--- src/rtl/simd_fetch_loop_pkg.sv ---
// Shared ISA constants for the SIMD fetch/loop stage: opcode encodings, field widths,
// and the opcode classifier used by fetch (decode/execute import the same package).
package simd_fetch_loop_pkg;

  localparam int IW_DEF  = 18;
  localparam int AW_DEF  = 10;
  localparam int OPW_DEF = 6;

  localparam logic [OPW_DEF-1:0] OP_SETLOOP  = 6'b100101;
  localparam logic [OPW_DEF-1:0] OP_LOOPJUMP = 6'b100100;
  localparam logic [OPW_DEF-1:0] OP_HALT     = 6'b111111;

  typedef enum logic [1:0] {
    K_OTHER,
    K_SETLOOP,
    K_LOOPJUMP,
    K_HALT
  } op_kind_e;

  function automatic op_kind_e classify(input logic [OPW_DEF-1:0] op);
    case (op)
      OP_SETLOOP:  return K_SETLOOP;
      OP_LOOPJUMP: return K_LOOPJUMP;
      OP_HALT:     return K_HALT;
      default:     return K_OTHER;
    endcase
  endfunction

endpackage

--- src/rtl/simd_loop_ctrl.sv ---
// Hardware loop counter: loaded by setloop, tested and decremented by loopjump.
// take_jump is combinational so the fetch stage can redirect in the same cycle.
module simd_loop_ctrl #(
  parameter int AW = 10
) (
  input  logic          clk,
  input  logic          rst,
  input  logic          load,
  input  logic          test,
  input  logic [AW-1:0] load_val,
  output logic [AW-1:0] count,
  output logic          take_jump
);

  assign take_jump = test && (count != '0);

  always_ff @(posedge clk or posedge rst) begin
    if (rst)            count <= '0;
    else if (load)      count <= load_val;
    else if (take_jump) count <= count - AW'(1);
  end

endmodule

--- src/rtl/simd_fetch_loop.sv ---
// Instruction fetch and loop control: runs setloop/loopjump/halt locally and forwards
// every other instruction to decode through a registered output.
import simd_fetch_loop_pkg::*;

module simd_fetch_loop #(
  parameter int IW       = IW_DEF,
  parameter int AW       = AW_DEF,
  parameter int OPW      = OPW_DEF,
  parameter int RESET_PC = 0
) (
  input  logic          clk,
  input  logic          rst,
  input  logic [IW-1:0] instruction_in,
  output logic [AW-1:0] instruction_address,
  input  logic          ex_stall,
  input  logic          ex_busy,
  output logic [IW-1:0] inst_out,
  output logic          inst_valid,
  output logic [AW-1:0] inst_pc,
  output logic [AW-1:0] loop_count,
  output logic          done
);

  logic [AW-1:0] pc, pc_next, imm;
  logic          fv, halted, consume, take_jump;
  op_kind_e      kind;
  logic          unused_bits;

  assign instruction_address = pc;
  assign kind        = classify(instruction_in[IW-1 -: OPW]);
  assign imm         = instruction_in[AW-1:0];
  assign unused_bits = ^instruction_in[IW-OPW-1:AW];
  // fv masks the first post-reset cycle, before memory has returned a word for RESET_PC
  assign consume     = fv && !halted && !ex_stall;

  simd_loop_ctrl #(.AW(AW)) u_loop (
    .clk       (clk),
    .rst       (rst),
    .load      (consume && kind == K_SETLOOP),
    .test      (consume && kind == K_LOOPJUMP),
    .load_val  (imm),
    .count     (loop_count),
    .take_jump (take_jump)
  );

  always_comb begin
    pc_next = pc;
    if (consume) begin
      case (kind)
        K_HALT:     pc_next = pc;
        K_LOOPJUMP: pc_next = take_jump ? imm : pc + AW'(1);
        default:    pc_next = pc + AW'(1);
      endcase
    end
  end

  always_ff @(posedge clk or posedge rst) begin
    if (rst) begin
      pc         <= AW'(RESET_PC);
      inst_out   <= '0;
      inst_valid <= 1'b0;
      inst_pc    <= '0;
      fv         <= 1'b0;
      halted     <= 1'b0;
      done       <= 1'b0;
    end else begin
      fv         <= 1'b1;
      pc         <= pc_next;
      inst_valid <= 1'b0;
      if (consume && kind == K_OTHER) begin
        inst_out   <= instruction_in;
        inst_pc    <= pc;
        inst_valid <= 1'b1;
      end
      if (consume && kind == K_HALT) halted <= 1'b1;
      if (halted && !ex_busy)        done   <= 1'b1;
    end
  end

endmodule

--- config.mk ---
export PLATFORM = sky130hd
export DESIGN_NAME = simd_fetch_loop
export DESIGN_NICKNAME = d
export VERILOG_FILES = /design/src/rtl/simd_fetch_loop_pkg.sv /design/src/rtl/simd_loop_ctrl.sv /design/src/rtl/simd_fetch_loop.sv
export SDC_FILE = /design/constraint.sdc
export NUM_CORES = 1
export LEC_CHECK = 0
export CAP_MARGIN = 10
export CELL_PAD_IN_SITES_DETAIL_PLACEMENT = 1
export CELL_PAD_IN_SITES_GLOBAL_PLACEMENT = 1
export CORE_ASPECT_RATIO = 1.2
export CORE_MARGIN = 8
export CORE_UTILIZATION = 37
export DETAILED_ROUTE_END_ITERATION = 8
export GPL_ROUTABILITY_DRIVEN = 0
export PLACE_DENSITY_LB_ADDON = 0.1
export SETUP_SLACK_MARGIN = 0.5
export SYNTH_ARGS = -nofsm -noshare
export SYNTH_HDL_FRONTEND = slang
export SYNTH_HIERARCHICAL = 1
export SYNTH_SLANG_ARGS = --single-unit
export TNS_END_PERCENT = 20
--- constraint.sdc ---
create_clock -name clk -period 3.8 [get_ports clk]
set_clock_uncertainty 0.15 [all_clocks]
set_input_delay 0.76 -clock clk [delete_from_list [all_inputs] [get_ports clk]]
set_output_delay 0.76 -clock clk [all_outputs]
set_load 0.03 [all_outputs]
==> run summary <==
Gr busiest metal: met2
Initial antenna violation count: 0
Max stage delay on crit path: 0.52 ns
Number of synthesized register bits: 52
GRT Util Overall: 15.44%
Vias: 2113
Crit Path Category: input port to flip-flop
Post-DP HPWL: 5415 um
Ys async rst share: 100.0%
ANT nets after route: 0
Seq/Total Area, Yosys: 50.73%
Synth Instances: 225
Grt ovf: 0
CTS root buffer: clkbuf_8
Max VDD drop: 0.3487 mV
Startpoint Class: input port
I/O Buffers: 71
Final worst path period share: 83.42%
Place WS: 0.09465 ns
Mean post-synth cell area: 11.40 um^2
Status: completed
EDFF count, synth: 0
RSZ-0062 raised after global routing: false
Most used cell, CP: mux2_2
Ys Warns: 6
Synth Flop Type: dfrtp_1
FMAX: 0.3155 GHz
Syn_nets: 249
Vias in the first global route: 2370
Initial DRC Count: 47
Setup TNS Final: 0 ns
Die H: 107.2 um
Clk buf depth: 2
GRT met2 Usage: 26.46%
Required time worst endpoint: 3.84 ns
P_leak: 0.001464 uW
Nets: 330
CP arrival: 3.21 ns
Power density cells: 550.3 mW/mm^2
Crit path time final: 3.170 ns
DIE WIDTH: 92.01 um
Fin util: 52.38%
Netlist Area Pre-Place: 0.002565 mm^2
Global-route wire length before repair: 12230 um
Max-cap viol count: 0
Skew-Pair Late Insertion Delay: 0.30 ns
Ports: 72
Core region area: 0.006771 mm^2
Top delay family on crit path: simple AND/OR/NAND/NOR gates
Max-slew violations: 0
Rel. slew slack: 38.12%
Worst-Margin Slew: 0.9268 ns
Vias per inst: 5.363
CTS tree: built
CTS Buf Count: 5
Setup ws final: 0.6300 ns
Crit Path Max Fanout: 4
Critical path cell sequence: clkdlybuf4s50_1 > nor3b_2 > o21a_1 > nand2_1 > nor2_4 > or4b_4 > nor4_4 > mux2_2 > mux2_2
TritonRoute pass-1 iters: 4
Die area: 0.009863 mm^2
Remaining DRCs: 0
Post-DR wirelength/cell: 18.51 um
Diodes inserted: 0
Rows: 33
Worst Path Buf+Inv: 1
Final WL: 7293 um
Crit-path slowest cell: or4b_4
Largest net degree at the start of global routing: 43
Syn-to-layout area delta: 38.29%
Critical path endpoint category: flip-flop
Initial Util: 37.88%
Clk pin slew, worst setup/hold paths: 0.10 ns
Met3 usage: 4.333%
Grt met1 use: 18.05%
Final hold vios: 0
Htree depth: 2
Share of layout cells above drive strength 1: 22.15%
Clk sinks: 52
Final setup fails: 0
Post-synth cell types: 53
Hold Path Class: flip-flop to flip-flop
## final timing paths
kind	startpoint	end	slack, ns	cells past startpoint
worst max-delay path	ex_stall	u_loop/count[9]	0.63	9
worst min-delay path	done	done	0.33	1
worst max register to register	halted	u_loop/count[9]	1.09	8
worst min register to register	done	done	0.33	1
max in group asynchronous	rst	instruction_address[8]	2.05	2
min in group asynchronous	rst	u_loop/count[0]	0.65	2
## metal layers
| metal | part of all wire, % | vias to the layer above |
|---|---|---|
| met2 | 51 | 55 |
| met3 | 5.0 | 11 |
| met5 | 0 | - |
| met4 | 1.7 | 0 |
| met1 | 42 | 1067 |
| li1 | - | 980 |
## cell families after synthesis
group,count (synthesis),share of synthesized area (%)
adder cells (fa/ha/maj),2,0.9755
buffers and inverters,22,4.488
AND/OR/NAND/NOR,62,14.10
flip-flops,52,50.73
multiplexers,41,17.61
XOR/XNOR,1,0.3415
AO/OA/AOI/OAI,44,11.61
other,1,0.1462
## registers in the layout, summed over array words and instances, names as in the netlist
| name | count |
|---|---|
| inst_pc | 10 |
| instruction_address | 10 |
| inst_valid | 1 |
| inst_out | 18 |
| fv | 1 |
| done | 1 |
| u_loop/count | 10 |
| halted | 1 |
## per-stage QoR
| stage | cells | total power, uW | cell area [um^2] | hold WS, ns |
|---|---|---|---|---|
| floorplan | 225 | 1263 | 2565 | 0.3147 |
| global placement | 382 | 1625 | 3393 | 0.2945 |
| detailed placement | 382 | 1642 | 3393 | 0.3034 |
| CTS | 392 | 1979 | 3507 | 0.3308 |
| global route | 394 | 2061 | 3547 | 0.3382 |
| finish | 394 | 1952 | 3547 | 0.3258 |
## report_power, final
group | switching (uW) | internal [uW] | total, uW
logic | 451 | 367 | 818
registers | 127 | 677 | 804
clock network | 181 | 149 | 330
## area by class of cell
type	instances	area, um^2
clock buffers	8	90.09
fillers	761	3224
inverters	13	48.80
multi-input cells	151	1172
flip-flops and latches	52	1301
well taps	87	108.9
repair buffers	83	825.8
## what timing repair did
item,4_1_cts,5_1_grt
gates resized for setup,2,9
buffers inserted,2,2
endpoints found under the setup margin,4,11
hold buffers,0,0
pin swaps,0,2
## layout by cell type, fill, tap and decap left out, types with 7 or more instances in the layout
| master | count |
|---|---|
| mux2_2 | 33 |
| clkdlybuf4s50_1 | 66 |
| nor2_1 | 7 |
| inv_1 | 12 |
| dfrtp_1 | 52 |
| mux2i_1 | 8 |
| o21ai_0 | 10 |
| a21oi_1 | 9 |
| buf_4 | 11 |
| nand2_1 | 16 |
## synthesized netlist by cell type, drive strengths merged, types with 2 or more instances
master,n,share of area (%)
nand3,5,0.98
dfrtp,52,51
nand2,17,2.5
o211ai,2,0.59
mux2i,8,3.1
a41oi,2,0.68
nor3,6,1.2
nor2,9,1.3
clkbuf,2,0.29
nand4,3,0.73
mux2,33,14
a31oi,2,0.49
a21oi,10,2.4
or2,3,0.73
ha,2,0.98
o21ai,12,2.5
inv,13,1.9
and3,2,0.54
o21a,3,0.88
buf,7,2.3
nor4,5,2.0
nor4b,2,0.68
a311oi,2,0.68
and4,2,0.68
o22ai,4,0.98
## worst register-to-register path, cell delays in order (launching register included)
cell and delay, ns:
dfrtp_1 0.42, nor3b_2 0.24, o21a_1 0.19, nand2_1 0.10
nor2_4 0.11, or4b_4 0.52, nor4_4 0.24, mux2_2 0.36
mux2_2 0.26
Note: power is estimated with default switching activity, not from simulation.
